File: src/rtl/char_writer.sv
// char_writer
//
// Turns the UART receive byte stream into character-memory writes for the
// VGA text display. Keeps a text cursor. Printable bytes are written at the
// cursor, which then advances and wraps. CR, LF, BS and FF are interpreted.
// A clear request blanks the whole screen, one write per cycle.
//
// Ports
//   clk         system clock
//   rst         asynchronous active-low reset
//   rx_data     received byte, qualified by rx_strobe
//   rx_strobe   one-cycle pulse per received byte
//   clear       one-cycle screen-clear request (already synchronized)
//   char_addr   write address {row[4:0], col[6:0]}
//   char_data   write data
//   char_we     write enable, one cycle per write
//   cursor_col  current cursor column
//   cursor_row  current cursor row
//   busy        clear sequence in progress
//   dropped     one-cycle pulse when a received byte is discarded
//
// state  | meaning
// -------+-------------------------------------------------------------
// IDLE   | decode bytes (pending byte first), accept clear requests
// CLEAR  | blank the screen in raster order, buffer one incoming byte

module char_writer #(
  parameter int          COLUMNS    = 80,
  parameter int          ROWS       = 30,
  parameter logic [7:0]  BLANK_CHAR = 8'h20
) (
  input  logic        clk,
  input  logic        rst,
  input  logic [7:0]  rx_data,
  input  logic        rx_strobe,
  input  logic        clear,
  output logic [11:0] char_addr,
  output logic [7:0]  char_data,
  output logic        char_we,
  output logic [6:0]  cursor_col,
  output logic [4:0]  cursor_row,
  output logic        busy,
  output logic        dropped
);

  localparam logic [6:0] COL_LAST = 7'(COLUMNS - 1);
  localparam logic [4:0] ROW_LAST = 5'(ROWS - 1);

  typedef enum logic {
    S_IDLE,
    S_CLEAR
  } state_t;

  state_t      state_q, state_d;
  logic [6:0]  col_q, col_d;
  logic [4:0]  row_q, row_d;
  logic        pend_valid_q, pend_valid_d;
  logic [7:0]  pend_data_q, pend_data_d;
  logic [6:0]  clr_col_q, clr_col_d;
  logic [4:0]  clr_row_q, clr_row_d;
  logic [11:0] addr_d;
  logic [7:0]  data_d;
  logic        we_d;
  logic        busy_d;
  logic        dropped_d;

  logic        src_valid;
  logic [7:0]  src_byte;
  logic        start_clear;
  logic [4:0]  row_inc;
  logic [6:0]  clr_col_nxt;
  logic [4:0]  clr_row_nxt;

  assign row_inc = (row_q == ROW_LAST) ? 5'd0 : row_q + 5'd1;

  // Raster successor of the address written last cycle during CLEAR.
  always_comb begin
    clr_col_nxt = clr_col_q + 7'd1;
    clr_row_nxt = clr_row_q;
    if (clr_col_q == COL_LAST) begin
      clr_col_nxt = 7'd0;
      clr_row_nxt = clr_row_q + 5'd1;
    end
  end

  always_comb begin
    state_d      = state_q;
    col_d        = col_q;
    row_d        = row_q;
    pend_valid_d = pend_valid_q;
    pend_data_d  = pend_data_q;
    clr_col_d    = clr_col_q;
    clr_row_d    = clr_row_q;
    addr_d       = char_addr;
    data_d       = char_data;
    we_d         = 1'b0;
    busy_d       = 1'b0;
    dropped_d    = 1'b0;
    src_valid    = 1'b0;
    src_byte     = pend_data_q;
    start_clear  = 1'b0;

    case (state_q)
      S_IDLE: begin
        if (clear) begin
          // Clear wins; a simultaneous byte is parked, or lost if the
          // pending slot is already taken.
          start_clear = 1'b1;
          if (rx_strobe) begin
            if (pend_valid_q) begin
              dropped_d = 1'b1;
            end else begin
              pend_valid_d = 1'b1;
              pend_data_d  = rx_data;
            end
          end
        end else if (pend_valid_q) begin
          src_valid = 1'b1;
          src_byte  = pend_data_q;
          if (rx_strobe) begin
            pend_data_d = rx_data;
          end else begin
            pend_valid_d = 1'b0;
          end
        end else if (rx_strobe) begin
          src_valid = 1'b1;
          src_byte  = rx_data;
        end

        if (src_valid) begin
          if (src_byte >= 8'h20 && src_byte <= 8'h7E) begin
            we_d   = 1'b1;
            addr_d = {row_q, col_q};
            data_d = src_byte;
            if (col_q == COL_LAST) begin
              col_d = 7'd0;
              row_d = row_inc;
            end else begin
              col_d = col_q + 7'd1;
            end
          end else begin
            case (src_byte)
              8'h0D: col_d = 7'd0;
              8'h0A: row_d = row_inc;
              8'h08: begin
                if (col_q != 7'd0) begin
                  col_d  = col_q - 7'd1;
                  we_d   = 1'b1;
                  addr_d = {row_q, col_q - 7'd1};
                  data_d = BLANK_CHAR;
                end
              end
              8'h0C:   start_clear = 1'b1;
              default: ;
            endcase
          end
        end

        if (start_clear) begin
          // First blank write goes out with the state change.
          state_d   = S_CLEAR;
          busy_d    = 1'b1;
          col_d     = 7'd0;
          row_d     = 5'd0;
          clr_col_d = 7'd0;
          clr_row_d = 5'd0;
          we_d      = 1'b1;
          addr_d    = 12'd0;
          data_d    = BLANK_CHAR;
        end
      end

      S_CLEAR: begin
        // busy stays high through the cycle that shows the last write,
        // while the state is already back in IDLE.
        busy_d    = 1'b1;
        clr_col_d = clr_col_nxt;
        clr_row_d = clr_row_nxt;
        we_d      = 1'b1;
        addr_d    = {clr_row_nxt, clr_col_nxt};
        data_d    = BLANK_CHAR;
        if (clr_col_nxt == COL_LAST && clr_row_nxt == ROW_LAST) begin
          state_d = S_IDLE;
        end
        if (rx_strobe) begin
          if (pend_valid_q) begin
            dropped_d = 1'b1;
          end else begin
            pend_valid_d = 1'b1;
            pend_data_d  = rx_data;
          end
        end
      end

      default: state_d = S_IDLE;
    endcase
  end

  always_ff @(posedge clk or negedge rst) begin
    if (!rst) begin
      state_q      <= S_IDLE;
      col_q        <= 7'd0;
      row_q        <= 5'd0;
      pend_valid_q <= 1'b0;
      pend_data_q  <= 8'd0;
      clr_col_q    <= 7'd0;
      clr_row_q    <= 5'd0;
      char_addr    <= 12'd0;
      char_data    <= 8'd0;
      char_we      <= 1'b0;
      busy         <= 1'b0;
      dropped      <= 1'b0;
    end else begin
      state_q      <= state_d;
      col_q        <= col_d;
      row_q        <= row_d;
      pend_valid_q <= pend_valid_d;
      pend_data_q  <= pend_data_d;
      clr_col_q    <= clr_col_d;
      clr_row_q    <= clr_row_d;
      char_addr    <= addr_d;
      char_data    <= data_d;
      char_we      <= we_d;
      busy         <= busy_d;
      dropped      <= dropped_d;
    end
  end

  assign cursor_col = col_q;
  assign cursor_row = row_q;

endmodule
File: config.mk
export PLATFORM = sky130hd
export DESIGN_NAME = char_writer
export DESIGN_NICKNAME = d
export VERILOG_FILES = /design/src/rtl/char_writer.sv
export SDC_FILE = /design/constraint.sdc
export NUM_CORES = 1
export LEC_CHECK = 0
export CAP_MARGIN = 25
export CORE_ASPECT_RATIO = 1.25
export CORE_UTILIZATION = 34
export DETAILED_ROUTE_END_ITERATION = 16
export MAX_ROUTING_LAYER = met4
export PLACE_DENSITY = 0.53
export SLEW_MARGIN = 5
export SYNTH_ARGS = -nofsm -noshare
export SYNTH_HDL_FRONTEND = slang
export SYNTH_SLANG_ARGS = --single-unit
export TNS_END_PERCENT = 1
File: constraint.sdc
create_clock -name clk -period 3.03 [get_ports clk]
set_clock_uncertainty 0.05 [all_clocks]
set_input_delay 0.606 -clock clk [delete_from_list [all_inputs] [get_ports clk]]
set_output_delay 0.606 -clock clk [all_outputs]
set_load 0.01 [all_outputs]
==> qor.csv, run 1 <==
stage;metric;value;unit
run_status;outcome;complete, no violations;
sta;worst_slew_pin_slew;750;ps
logic_synthesis;ys_async_sr_fraction;100;%
setup_path;endpoint_kind;register;
die;dieArea;10800;um2
logic_synthesis;ys.flop_type;dfrtp_1;
cells_and_area;final_cell_mix;dfrtp_1 (57), clkdlybuf4s50_1 (45), nand2_1 (40), buf_4 (32), nor2_1 (27);
clocking;htree_levels;3;
drt;detail_route.first_pass.iterations;4;
sta;layout_setup_ws;284;ps
sta;relSlewSlack;50.0;%
setup_path;cp_data_required_time;3190;ps
cells_and_area;instances_no_fill;581;
logic_synthesis;ys_types;68;
grt;grt_max_degree;58;
die;io_pins;47;
die;initial_core_util;35.0;%
place;dp_hpwl;7.17;mm
drt;detail-route-antenna-nets;0;
power_and_ir_drop;power_density;637;nW/um2
cells_and_area;final_util;45.2;%
setup_path;start_kind;primary input;
clocking;cts-buffers-inserted;9;
clocking;cts_tree;done;
power_and_ir_drop;vdd_drop_max;0.425;mV
grt;overflow;0;
clocking;cts.sinks;57;
drt;wire_per_inst;16.4;um
worst_hold_path;min_path_type;in -> async;
logic_synthesis;avgSynthCellArea;9.35;um2
sta;fin_crit;2750;ps
place;place_worst_setup_slack;-130;ps
logic_synthesis;netlist_area;3540;um2
drt;vias;3076;
cells_and_area;fin_area;4560;um2
logic_synthesis;synthesis.nets;398;
cells_and_area;fillers;987;
grt;grt_util_all_layers;19.8;%
clocking;cts_hold_buf;0;
clocking;path_clk_slew;50;ps
grt;grt_pass1_vias;3042;
drt;avgViaCountPerCell;5.29;
clocking;ctsResizeCount;0;
logic_synthesis;yosys-top-cells-area;dfrtp_1 (40%), nand2_1 (4.2%), a21oi_1 (3.3%);
grt;grt_pass1_wl;15.9;mm
cells_and_area;drive_above_1_share;19.2;%
die;die_w;93.2;um
drt;drcViolationCount;0;
logic_synthesis;syn_inst;378;
clocking;cts_buffer_depth;2;
logic_synthesis;seq_area_frac_synth;40.3;%
sta;timing.final.crit_share;90.6;%
cells_and_area;syn_to_final_growth;29.1;%
sta;finalMaxSlewViolations;0;
grt;antenna_found_initial;0;
setup_path;cp_max_fo;8;
logic_synthesis;synth_top_area_share;40.3;%
sta;finalHoldViolations;0;
job;max-cap-violations;0;
die;coreArea;10100;um2
logic_synthesis;synth_seq_cells;57;
cells_and_area;final_nets;467;
die;core.rowCount;41;
clocking;clock_latency;330;ps
power_and_ir_drop;p_leak;1.92;nW
power_and_ir_drop;total_power;2.91;mW
cells_and_area;final_common_cell;dfrtp_1;
logic_synthesis;synth_top_area_cell;dfrtp_1;
place;dp_cells;565;
place;port_buffers;46;
sta;setup_viol;0;
clocking;cts-root-buf;clkbuf_16;
sta;max_freq;364;MHz
clocking;cts_setup_buffers;0;
setup_path;worstPathArrival;2910;ps
drt;drtIter0Drc;156;
place;routabilityCongestion;0.849;
sta;rsz0062_at_grt;false;
die;die_h;116;um
logic_synthesis;ys_warn_count;0;
setup_path;critPathKind;in -> reg;
logic_synthesis;synth_edf_count;0;
place;placed_area;4290;um2
drt;routed_wl;9.52;mm
cells_and_area;diodes;0;
[power by group]
part,switching (mW),internal [mW],total [mW]
clock network,0.367,0.572,0.939
registers,0.171,0.914,1.08
logic,0.421,0.460,0.881
[Yosys cell counts, types with 3 or more instances]
master and count:
dfrtp_1 57, nand2_1 40, nor2_1 27, a21oi_1 23, nand3_1 20, o21ai_0 17, nand4_1 14, inv_1 12
clkbuf_1 10, o22a_1 10, nor3_1 9, xnor2_1 9, ha_1 8, mux2_2 8, a21o_1 7, and2_1 6
mux2_4 6, buf_2 5, nor2b_1 5, or2_2 5, xor2_1 5, a2bb2oi_2 4, and3_1 4, nand2b_1 4
o211ai_1 4, a22o_1 3, buf_4 3, o22ai_1 3
[worst max-delay path, cell delays in order]
cell             delay, ps
clkdlybuf4s50_1        550
or3b_1                 480
buf_4                  190
nor3_1                 130
a41o_1                 310
or2_2                  170
nand3_1                110
o311ai_0               350
[metrics by stage]
step	setup TNS (ps)	hold WS [ps]
finish	0	353
global route	0	441
CTS	0	411
detailed placement	-381	452
global placement	-15.8	454
floorplan	0	260
[worst paths after layout]
check,start,end,depth (start not counted),slack (ps)
worst min register to register,char_data[7],char_data[7],1,460
worst min-delay path,rst,cursor_col[2],2,350
worst max register to register,pend_data_q[6],char_addr[8],7,560
min in group clk,char_data[7],char_data[7],1,460
worst max-delay path,clear,cursor_row[4],8,280
max in group asynchronous,rst,pend_data_q[4],2,2050
[metal layers]
layer | part of all wire, % | vias to the layer above | global-route usage, %
met2 | 50 | 63 | 32.6
met1 | 46 | 1484 | 24.9
li1 | - | 1517 | -
met4 | 1.5 | 0 | 6.46
met5 | 0 | - | -
met3 | 3.1 | 12 | 3.15
[registers in the layout (all words and copies together) (netlist names)]
register      count
char_addr        12
char_data         8
pend_data_q       8
clr_col_q         7
cursor_col        7
clr_row_q         5
cursor_row        5
busy              1
char_we           1
dropped           1
pend_valid_q      1
state_q           1
[kinds of logic (layout without fill, tap and decap cells)]
logic type	Yosys count	in the layout	share of synthesized area [%]
AO/OA/AOI/OAI	100	100	21.0
XOR/XNOR	14	14	3.47
adder cells (fa/ha/maj)	9	9	3.11
buffers and inverters	32	106	4.21
flip-flops	57	57	40.3
multiplexers	15	15	5.38
AND/OR/NAND/NOR	151	151	22.5
[area by class of cell]
cell class	count	area [um2]	area share, %
multi-input cells	289	1960	43.0
flip-flops and latches	57	1430	31.3
repair buffers	78	696	15.2
clock buffers	11	243	5.32
well taps	129	161	3.54
inverters	12	45.0	0.987
clock inverters	5	31.3	0.685
Note: power is estimated with default switching activity, not from simulation.
==> run 2: changes to the inputs <==
Settings changed: CTS_CLUSTER_SIZE set to 16.
Clock period 3.03 ns to 3.5 ns, I/O delays scaled along.
==> qor.csv, run 2 (synthesized netlist as in run 1, its figures left out) <==
stage;metric;value;unit;change
run_status;outcome;complete, no violations;;
place;dp_cells;546;;-3.4%
power_and_ir_drop;p_leak;1.85;nW;-3.8%
sta;relSlewSlack;52.2;%;+2.2 points
die;io_pins;47;;unchanged
drt;avgViaCountPerCell;5.48;;+3.5%
power_and_ir_drop;clkPwrFrac;35.6;%;+3.3 points
sta;timing.final.crit_share;87.8;%;
setup_path;slowest_delay;600;ps;+50 ps
power_and_ir_drop;vdd_drop_max;0.272;mV;-36%
die;initial_core_util;35.0;%;unchanged
cells_and_area;fin_area;4460;um2;-2.4%
setup_path;r2r-end;char_addr[9];;
place;place_worst_setup_slack;72.7;ps;+203 ps
drt;drcViolationCount;0;;unchanged
setup_path;ff2ff_setup_slack;830;ps;+270 ps
setup_path;rr_startpoint;pend_data_q[4];;
clocking;cts_setup_buffers;0;;unchanged
grt;grt_pass1_vias;2954;;-2.9%
cells_and_area;drive_above_1_share;15.5;%;-3.8 points
place;routabilityCongestion;0.903;;+6.4%
die;core.rowCount;41;;unchanged
clocking;cts-buffers-inserted;9;;unchanged
grt;overflow;0;;unchanged
cells_and_area;syn_to_final_growth;26.0;%;
cells_and_area;largest_reg_flops;12;;unchanged
power_and_ir_drop;power_density;580;nW/um2;-8.9%
place;dp_hpwl;7.14;mm;-0.44%
cells_and_area;instances_no_fill;562;;-3.3%
drt;routed_wl;9.58;mm;+0.57%
die;coreArea;10100;um2;unchanged
setup_path;cp_max_fo;12;;+4
setup_path;crit_chain;clkdlybuf4s50_1 > nor3b_4 > and4_1 > o21ai_2 > a211o_4 > nand2_2 > buf_4 > a2bb2oi_2;;
clocking;htree_levels;3;;unchanged
setup_path;worstPathArrival;3280;ps;+370 ps
clocking;cts_hold_buf;0;;unchanged
clocking;cts-root-buf;clkbuf_16;;
clocking;cts.sinks;57;;unchanged
sta;rsz0062_at_grt;false;;
sta;fin_crit;3070;ps;
drt;detail-route-antenna-nets;0;;unchanged
die;die_w;93.2;um;unchanged
cells_and_area;final_common_cell;dfrtp_1;;
setup_path;endpoint_kind;register;;
clocking;path_clk_slew;50;ps;about the same
setup_path;start_kind;primary input;;
drt;detail_route.first_pass.iterations;4;;unchanged
sta;holdWs;263;ps;-89.4 ps
drt;drtIter0Drc;232;;+49%
sta;setup_viol;0;;unchanged
setup_path;crit_family;simple AND/OR/NAND/NOR gates;;
clocking;clock_latency;330;ps;about the same
place;port_buffers;46;;unchanged
die;die_h;116;um;unchanged
power_and_ir_drop;combPwrFrac;28.1;%;-2.2 points
cells_and_area;diodes;0;;unchanged
setup_path;cp_slowest_cell;clkdlybuf4s50_1;;
worst_hold_path;min_path_type;in -> async;;
grt;grt_max_degree;26;;-55%
grt;antenna_found_initial;0;;unchanged
power_and_ir_drop;p_sw_share;31.4;%;-1.6 points
cells_and_area;reg.largest.list;char_addr: 12 flops, char_data: 8 flops, pend_data_q: 8 flops;;
cells_and_area;regMostFlops;char_addr;;
job;max-cap-violations;0;;unchanged
setup_path;critPathBufInv;2;;unchanged
sta;finalHoldViolations;0;;unchanged
power_and_ir_drop;power_frac_seq;36.4;%;-0.9 points
power_and_ir_drop;p_sw;0.811;mW;-15%
cells_and_area;final_nets;448;;-4.1%
drt;vias;3079;;+0.098%
cells_and_area;final_cell_mix;dfrtp_1 (57), clkdlybuf4s50_1 (45), nand2_1 (40), nor2_1 (27), a21oi_1 (23);;
sta;worst_slew_pin_slew;714;ps;-36.2 ps
place;placed_area;4150;um2;-3.3%
setup_path;r2r_cells;7;;unchanged
grt;grt_pass1_wl;15.6;mm;-2.4%
power_and_ir_drop;internal_power;1.77;mW;-8.9%
clocking;cts_tree;done;;
drt;wire_per_inst;17.0;um;+4.0%
sta;finalMaxSlewViolations;0;;unchanged
sta;layout_setup_ws;426;ps;+142 ps
sta;tns;0;ps;unchanged
sta;max_freq;325;MHz;
clocking;cts_buffer_depth;2;;unchanged
grt;grt_util_all_layers;19.5;%;-0.30 points
die;dieArea;10800;um2;unchanged
setup_path;critPathKind;in -> reg;;
setup_path;cp_data_required_time;3710;ps;+520 ps
clocking;ctsResizeCount;0;;unchanged
-- run 2: cell types whose count changed in the layout (fill, tap and decap cells not counted), sizes merged --
cell | before | now
buf | 33 | 14
clkbuf | 11 | 14
clkinv | 4 | 1
bufinv | 0 | 1
clkinvlp | 1 | 0
-- run 2: stage by stage --
step           power [mW]  util (%)
5_1_grt              2.73      44.1
2_1_floorplan        1.39         -
3_5_place_dp         1.68      41.0
3_3_place_gp         1.67      41.0
6_report             2.58      44.1
4_1_cts              2.61      44.1
-- run 2: how the worst max path moves through the flow --
stage          startpoint       endpoint  slack, ps  cells after the start
6_report        rx_strobe   char_addr[9]        430                      8
3_3_place_gp    rx_strobe   char_data[4]        180                      7
3_5_place_dp    rx_strobe  cursor_row[4]         70                      7
2_1_floorplan       clear   char_data[0]        790                     10
4_1_cts         rx_strobe   char_addr[9]        430                      8
5_1_grt         rx_strobe   char_addr[7]        260                      8
-- run 2: layer usage --
layer	GRT usage, %	routed length, um	vias up	share of wire, %
met3	2.82	276	14	2.9
met4	8.51	208	0	2.2
met1	24.1	4260	1509	44
met2	31.8	4830	71	50
met5	-	0	-	0
li1	-	-	1485	-
-- run 2: area by class of cell --
type                       count  area (um2)
inverter                      12        45.0
fill                         991        5650
timing repair buffer          59         553
tap                          129         161
clock inverter                 2        35.0
multi-input combinational    289        1960
sequential                    57        1430
clock buffer                  14         274
-- run 2: power groups by stage --
stage / clock [mW] / sequential (mW) / combinational [mW]
final: 0.920 / 0.940 / 0.726
after global routing: 0.956 / 0.962 / 0.810
after CTS: 0.932 / 0.941 / 0.735
after detailed placement: 0 / 0.947 / 0.733
after global placement: 0 / 0.948 / 0.722
after floorplan: 0 / 0.922 / 0.471
